--- config.mk ---
export PLATFORM = sky130hd
export DESIGN_NAME = pkt_fifo_flat
export DESIGN_NICKNAME = d
export VERILOG_FILES = /design/src/rtl/pkt_fifo_pkg.sv /design/src/rtl/pkt_fifo_if.sv /design/src/rtl/pkt_fifo_ram.sv /design/src/rtl/pkt_fifo.sv /design/src/flat_wrapper.sv
export SDC_FILE = /design/constraint.sdc
export NUM_CORES = 2
export LEC_CHECK = 0
export CELL_PAD_IN_SITES_DETAIL_PLACEMENT = 0
export CELL_PAD_IN_SITES_GLOBAL_PLACEMENT = 1
export CORE_MARGIN = 2
export CORE_UTILIZATION = 43
export CTS_CLUSTER_DIAMETER = 100
export DETAILED_ROUTE_END_ITERATION = 12
export PLACE_DENSITY = 0.66
export SYNTH_ARGS = -nofsm -noshare
export SYNTH_HDL_FRONTEND = slang
export SYNTH_HIERARCHICAL = 1
export SYNTH_MEMORY_MAX_BITS = 65536
export SYNTH_SLANG_ARGS = --single-unit
export TNS_END_PERCENT = 1
--- constraint.sdc ---
create_clock -name clk -period 30.5 [get_ports clk]
set_input_delay 4.575 -clock clk [delete_from_list [all_inputs] [get_ports clk]]
set_output_delay 4.575 -clock clk [all_outputs]
set_load 0.005 [all_outputs]
--- src/rtl/pkt_fifo_pkg.sv ---
// pkt_fifo_pkg: shared types, entry layout and pointer sizing for the packet FIFO
package pkt_fifo_pkg;
  typedef enum logic [1:0] {IDLE, IN_PKT, DROP} wr_state_t;
  // flag positions counted above the payload bits of an entry {sop, eop, data}
  localparam int SOP_BIT = 1;
  localparam int EOP_BIT = 0;
  function automatic int ptr_width(input int depth);
    return $clog2(depth) + 1;
  endfunction
endpackage

--- src/rtl/pkt_fifo_if.sv ---
// pkt_fifo_if: write/read handshake and status bundle of the packet FIFO
interface pkt_fifo_if import pkt_fifo_pkg::*; #(
  parameter int fifo_data_width = 256,
  parameter int fifo_depth = 16
);
  localparam int pw = ptr_width(fifo_depth);
  logic wr_vld;
  logic wr_sop;
  logic wr_eop;
  logic [fifo_data_width-1:0] wr_data;
  logic read;
  logic sop;
  logic eop;
  logic vld;
  logic [fifo_data_width-1:0] out_data;
  logic pkt_avail;
  logic full;
  logic empty;
  logic [pw-1:0] level;
  logic drop;
  logic err;
  modport master (
    output wr_vld, wr_sop, wr_eop, wr_data, read,
    input sop, eop, vld, out_data, pkt_avail, full, empty, level, drop, err
  );
  modport slave (
    input wr_vld, wr_sop, wr_eop, wr_data, read,
    output sop, eop, vld, out_data, pkt_avail, full, empty, level, drop, err
  );
endinterface

--- src/rtl/pkt_fifo_ram.sv ---
// fifo_ram: simple dual-port memory, one write port and one registered read port
module fifo_ram #(
  parameter int width = 258,
  parameter int depth = 16
) (
  input  logic clk,
  input  logic rst,
  input  logic we,
  input  logic [$clog2(depth)-1:0] waddr,
  input  logic [width-1:0] wdata,
  input  logic re,
  input  logic [$clog2(depth)-1:0] raddr,
  output logic [width-1:0] rdata
);
  logic [width-1:0] mem [depth];
  // storage array, never cleared
  always_ff @(posedge clk)
    if (we) mem[waddr] <= wdata;
  // read register holds its value between pops
  always_ff @(posedge clk)
    if (rst) rdata <= '0;
    else if (re) rdata <= mem[raddr];
endmodule

--- src/rtl/pkt_fifo.sv ---
// pkt_fifo: packet-aware FIFO exposing only complete packets, with overflow rollback
module pkt_fifo import pkt_fifo_pkg::*; #(
  parameter int fifo_data_width = 256,
  parameter int fifo_depth = 16
) (
  input logic clk,
  input logic rst,
  pkt_fifo_if.slave bus
);
  localparam int fifo_addr_width = $clog2(fifo_depth);
  localparam int pw = ptr_width(fifo_depth);
  localparam int ew = fifo_data_width + 2;
  wr_state_t state, state_n;
  logic [pw-1:0] wr_ptr, rd_ptr, wr_start, wr_ptr_n, wr_start_n, waddr, pkt_cnt, lvl;
  logic we, commit, drop_n, err_n, rd_fire, pop_eop, full_i, vld_r, drop_r, err_r;
  logic [fifo_depth-1:0] eop_mark;
  logic [ew-1:0] rdata;
  assign lvl = wr_ptr - rd_ptr;
  assign full_i = lvl == pw'(fifo_depth);
  assign rd_fire = bus.read && pkt_cnt != '0;
  assign pop_eop = rd_fire && eop_mark[rd_ptr[fifo_addr_width-1:0]];
  // write-side decision: where to write, pointer moves, commit/drop/err for this word
  always_comb begin
    state_n = state;
    wr_ptr_n = wr_ptr;
    wr_start_n = wr_start;
    waddr = wr_ptr;
    we = 1'b0;
    commit = 1'b0;
    drop_n = 1'b0;
    err_n = 1'b0;
    if (bus.wr_vld) begin
      if (state == IN_PKT && full_i) begin
        wr_ptr_n = wr_start;
        drop_n = 1'b1;
        state_n = bus.wr_eop ? IDLE : DROP;
      end else if (state == IN_PKT && bus.wr_sop) begin
        err_n = 1'b1;
        we = 1'b1;
        waddr = wr_start;
        wr_ptr_n = wr_start + 1'b1;
        wr_start_n = bus.wr_eop ? wr_start + 1'b1 : wr_start;
        commit = bus.wr_eop;
        state_n = bus.wr_eop ? IDLE : IN_PKT;
      end else if (state == IN_PKT) begin
        we = 1'b1;
        wr_ptr_n = wr_ptr + 1'b1;
        wr_start_n = bus.wr_eop ? wr_ptr + 1'b1 : wr_start;
        commit = bus.wr_eop;
        state_n = bus.wr_eop ? IDLE : IN_PKT;
      end else if (!bus.wr_sop) begin
        err_n = state == IDLE;
        state_n = bus.wr_eop ? IDLE : state;
      end else if (full_i) begin
        drop_n = 1'b1;
        err_n = state == DROP;
        state_n = bus.wr_eop ? IDLE : DROP;
      end else begin
        we = 1'b1;
        err_n = state == DROP;
        wr_ptr_n = wr_ptr + 1'b1;
        wr_start_n = bus.wr_eop ? wr_ptr + 1'b1 : wr_ptr;
        commit = bus.wr_eop;
        state_n = bus.wr_eop ? IDLE : IN_PKT;
      end
    end
  end
  // control state, pointers, packet count and registered pulses
  always_ff @(posedge clk)
    if (rst) begin
      state <= IDLE;
      wr_ptr <= '0;
      rd_ptr <= '0;
      wr_start <= '0;
      pkt_cnt <= '0;
      vld_r <= 1'b0;
      drop_r <= 1'b0;
      err_r <= 1'b0;
    end else begin
      state <= state_n;
      wr_ptr <= wr_ptr_n;
      wr_start <= wr_start_n;
      rd_ptr <= rd_fire ? rd_ptr + 1'b1 : rd_ptr;
      pkt_cnt <= pkt_cnt + pw'(commit) - pw'(pop_eop);
      vld_r <= rd_fire;
      drop_r <= drop_n;
      err_r <= err_n;
    end
  // eop shadow so the pop decision knows packet boundaries without a read delay
  always_ff @(posedge clk)
    if (we) eop_mark[waddr[fifo_addr_width-1:0]] <= bus.wr_eop;
  fifo_ram #(.width(ew), .depth(fifo_depth)) u_ram (
    .clk(clk),
    .rst(rst),
    .we(we),
    .waddr(waddr[fifo_addr_width-1:0]),
    .wdata({bus.wr_sop, bus.wr_eop, bus.wr_data}),
    .re(rd_fire),
    .raddr(rd_ptr[fifo_addr_width-1:0]),
    .rdata(rdata)
  );
  assign bus.vld = vld_r;
  assign bus.sop = vld_r & rdata[fifo_data_width+SOP_BIT];
  assign bus.eop = vld_r & rdata[fifo_data_width+EOP_BIT];
  assign bus.out_data = rdata[fifo_data_width-1:0];
  assign bus.pkt_avail = pkt_cnt != '0;
  assign bus.full = full_i;
  assign bus.empty = lvl == '0;
  assign bus.level = lvl;
  assign bus.drop = drop_r;
  assign bus.err = err_r;
endmodule

--- src/flat_wrapper.sv ---
// flat-port wrapper written by rule: the top's interface ports become plain ports
module pkt_fifo_flat import pkt_fifo_pkg::*;
#(
  parameter int fifo_data_width = 256,
  parameter int fifo_depth = 16
)
  (clk, rst, bus_wr_vld, bus_wr_sop, bus_wr_eop, bus_wr_data, bus_read, bus_sop, bus_eop, bus_vld, bus_out_data, bus_pkt_avail, bus_full, bus_empty, bus_level, bus_drop, bus_err);
  pkt_fifo_if #(.fifo_data_width(fifo_data_width), .fifo_depth(fifo_depth)) bus_i ();
  input logic clk;
  input logic rst;
  input wire logic [$bits(bus_i.wr_vld)-1:0] bus_wr_vld;
  input wire logic [$bits(bus_i.wr_sop)-1:0] bus_wr_sop;
  input wire logic [$bits(bus_i.wr_eop)-1:0] bus_wr_eop;
  input wire logic [$bits(bus_i.wr_data)-1:0] bus_wr_data;
  input wire logic [$bits(bus_i.read)-1:0] bus_read;
  output wire logic [$bits(bus_i.sop)-1:0] bus_sop;
  output wire logic [$bits(bus_i.eop)-1:0] bus_eop;
  output wire logic [$bits(bus_i.vld)-1:0] bus_vld;
  output wire logic [$bits(bus_i.out_data)-1:0] bus_out_data;
  output wire logic [$bits(bus_i.pkt_avail)-1:0] bus_pkt_avail;
  output wire logic [$bits(bus_i.full)-1:0] bus_full;
  output wire logic [$bits(bus_i.empty)-1:0] bus_empty;
  output wire logic [$bits(bus_i.level)-1:0] bus_level;
  output wire logic [$bits(bus_i.drop)-1:0] bus_drop;
  output wire logic [$bits(bus_i.err)-1:0] bus_err;
  assign bus_i.wr_vld = bus_wr_vld;
  assign bus_i.wr_sop = bus_wr_sop;
  assign bus_i.wr_eop = bus_wr_eop;
  assign bus_i.wr_data = bus_wr_data;
  assign bus_i.read = bus_read;
  assign bus_sop = bus_i.sop;
  assign bus_eop = bus_i.eop;
  assign bus_vld = bus_i.vld;
  assign bus_out_data = bus_i.out_data;
  assign bus_pkt_avail = bus_i.pkt_avail;
  assign bus_full = bus_i.full;
  assign bus_empty = bus_i.empty;
  assign bus_level = bus_i.level;
  assign bus_drop = bus_i.drop;
  assign bus_err = bus_i.err;
  pkt_fifo #(.fifo_data_width(fifo_data_width), .fifo_depth(fifo_depth)) u_core (.clk(clk), .rst(rst), .bus(bus_i));
endmodule
==> flow_summary.yaml <==
place:
  gp_congestion: 0.758
  post-place-ws_ps: 19260
  dp.final_hpwl_um: 230000
  io_buffers: 530
worst_setup_path:
  critPathMaxFanout: 50
  reg2reg_from: "u_core/rd_ptr[0]"
  worstSetupEndpointType: "register"
  cp.required_ps: 31090
  crit_type: "in2reg"
  cp_slowest_stage_delay_ps: 930
  reg2reg_slack_ps: 22210
  path_common_cell: "buf_4"
  critPathSlowestCell: "o21ai_0"
  worst-endpoint-arrival_ps: 10840
  reg2regPathDepth: 11
  r2r_end: "u_core/u_ram/rdata[173]"
  start_kind: "input port"
  crit_chain: "clkdlybuf4s50_1 > and2_1 > o211ai_2 > o21ai_0 > nand2_1 > nor2_4 > buf_4 > buf_4 > buf_4 > buf_4"
logic_synthesis:
  synth_top_family_by_area: "multiplexers"
  synth-compound-area-share_pct: 4.03
  synth_cell_types: 55
  synth.cell_area_um2: 169000
  synthAdderAreaFrac_pct: 0.120
  synth-xor-area-share_pct: 0.0970
  mappedNetlistNets: 10200
  ys_seq_elements: 4427
  yosys.area_share.simple_pct: 4.44
  synth_flop_cell: "edfxtp_1"
  seq_area_frac_synth_pct: 77.0
  ys_warn_count: 6
  synth_edf_count: 4144
  synth.mux.area_fraction_pct: 12.4
  synthCells: 9894
  synth-async-reset-ratio_pct: 0
  synth.avg_cell_area_um2: 17.1
clock_network:
  cts_resized: 0
  clock_latency_ps: 1020
  numCtsBuffers: 451
  cts_buffer_depth: 4
  ctsRootBufferMaster: "clkbuf_16"
  cts_sinks: 4427
  ctsHoldBuffers: 0
  clk_pin_slew_ps: 60
  htree_num_levels: 5
  cts_setup_buffers: 0
  cts_tree: "built"
grt:
  grt_overflow: 0
  grt_max_degree: 133
  grt_pass1_wl_um: 635000
  track_usage_pct: 21.6
  antenna_found_initial: 92
  grt_pass1_vias: 91400
floorplan:
  std_cell_rows: 230
  start_util_pct: 43.1
  die_w_um: 631
  io_pins: 531
  coreArea_um2: 392000
  die-area_um2: 398000
  die_h_um: 631
cells_and_area:
  final_net_count: 10800
  drive_gt1_share_pct: 8.21
  syn2layout_area_growth_pct: 15.3
drt:
  antenna_left: 0
  wl_per_cell_um: 27.4
  route.detailed.drc: 0
  via_count: 90500
  drt_first_pass_iters: 5
  drt_wl_total_um: 442000
  avgViaCountPerCell: 5.61
  drt-initial-drc-count: 7962
run:
  drv_cap: 0
power_and_ir_drop:
  cellLeakagePower_nw: 62.1
  peakVddDrop_mv: 0.0769
  powerDensity_nw_per_um2: 80.7
timing:
  fin_worst_skew_ps: 66.5
  tightest_slew_ps: 1300
  setup_viol: 0
  tns_ps: 0
  fin_crit_sh_pct: 33.6
  hold_violations: 0
  rsz0062_at_grt: "false"
  drv_slew: 0
  fmax_mhz: 97.5
  slew_headroom_pct: 13.0
  period_needed_ps: 10250
  layout_setup_ws_ps: 20250
worst_hold_path:
  hp-start: "u_core/u_ram/rdata[257]"
  min_to: "u_core/u_ram/rdata[257]"
  hp-class: "reg2reg"
  holdPathStages: 2
outcome:
  status: "completed"
## per-layer routing
layer  track usage, %  share of wire, %
met3             3.57               5.8
met2             35.0                47
met1             30.1                44
met5                0             0.056
met4             6.70               2.9
## synth_stat cells (all sizes together), types with 7 or more instances
| cell type | instances | area (um^2) |
|---|---|---|
| mux2i | 2071 | 20700 |
| clkbuf | 207 | 822 |
| a22oi | 517 | 3880 |
| buf | 354 | 2390 |
| and2 | 7 | 43.8 |
| xor2 | 8 | 85.1 |
| nand3 | 780 | 3900 |
| inv | 17 | 63.8 |
| a21oi | 532 | 2660 |
| nor3 | 25 | 130 |
| ha | 13 | 163 |
| nor2b | 9 | 56.3 |
| nand2 | 796 | 2990 |
| dfxtp | 283 | 5670 |
| nor2 | 47 | 176 |
| o21ai | 12 | 60.1 |
| xnor2 | 9 | 78.8 |
| edfxtp | 4144 | 124000 |
## where the power goes
group          internal (mW)  leakage, nW  switching, mW
sequential              6.96         39.7          0.221
clock                   3.25         7.43           2.35
combinational           1.22         15.0           1.72
## worst max-delay path: cells and delay by family
family	cells	cell delay, ps
buffers and inverters	5	3530
AO/OA/AOI/OAI	2	1290
AND/OR/NAND/NOR	3	1240
## final cells by class
| cell class | instances | area (um^2) |
|---|---|---|
| antenna | 24 | 60.1 |
| clock buffer | 642 | 12600 |
| clock inverter | 214 | 2690 |
| fill | 32300 | 197000 |
| inverter | 17 | 63.8 |
| multi-input combinational | 4889 | 35700 |
| sequential | 4427 | 130000 |
| tap | 5220 | 6530 |
| timing repair buffer | 713 | 6950 |
## per-stage QoR
stage,area [um^2],hold slack [ps],std cells,power [mW],util [%]
global placement,179000,435,15300,10.2,45.8
floorplan,169000,417,9894,9.35,-
CTS,195000,453,16100,15.9,49.7
finish,195000,454,16100,15.7,49.7
global route,195000,479,16100,16.3,49.7
detailed placement,179000,437,15300,10.3,45.8
## placed cells by master, fill, tap and decap left out, drive strengths merged, types with 12 or more instances in the layout
cell type      instances
clkdlybuf4s50        530
nor2                  47
clkbuf               642
o21ai                 12
dfxtp                283
nand3                780
buf                  183
a21oi                532
bufinv                41
edfxtp              4144
mux2i               2071
inv                   25
clkinv               156
nand2                796
diode                 24
nor3                  25
a22oi                517
ha                    13
## kinds of logic after synthesis
| kind of cell | after synthesis |
|---|---|
| buffers and inverters | 578 |
| multiplexers | 2081 |
| AO/OA/AOI/OAI | 1084 |
| XOR/XNOR | 17 |
| adder cells (fa/ha/maj) | 15 |
| flip-flops | 4427 |
| AND/OR/NAND/NOR | 1692 |
## flip-flops by register name, summed over array words and instances (netlist names)
| signal | count |
|---|---|
| u_core/u_ram/mem | 4128 |
| u_core/rd_ptr | 5 |
| u_core/eop_mark | 16 |
| u_core/wr_start | 5 |
| u_core/pkt_cnt | 5 |
| u_core/state | 2 |
| u_core/bus.vld | 1 |
| u_core/wr_ptr | 5 |
| u_core/bus.drop | 1 |
| u_core/bus.err | 1 |
| u_core/u_ram/rdata | 258 |
## worst max-delay path by stage
stage / from / end / slack, ps / depth (start not counted)
2_1_floorplan: bus_wr_vld / u_core/u_ram/mem[0][0] / 5940 / 6
3_3_place_gp: bus_wr_sop / u_core/u_ram/mem[15][128] / 19320 / 10
3_5_place_dp: bus_wr_vld / u_core/u_ram/mem[15][99] / 19260 / 10
4_1_cts: bus_wr_sop / u_core/u_ram/mem[15][79] / 20320 / 10
5_1_grt: bus_wr_vld / u_core/u_ram/mem[15][79] / 20050 / 10
6_report: bus_wr_vld / u_core/u_ram/mem[15][143] / 20250 / 10
No activity file was read; power rests on OpenSTA's default activity.
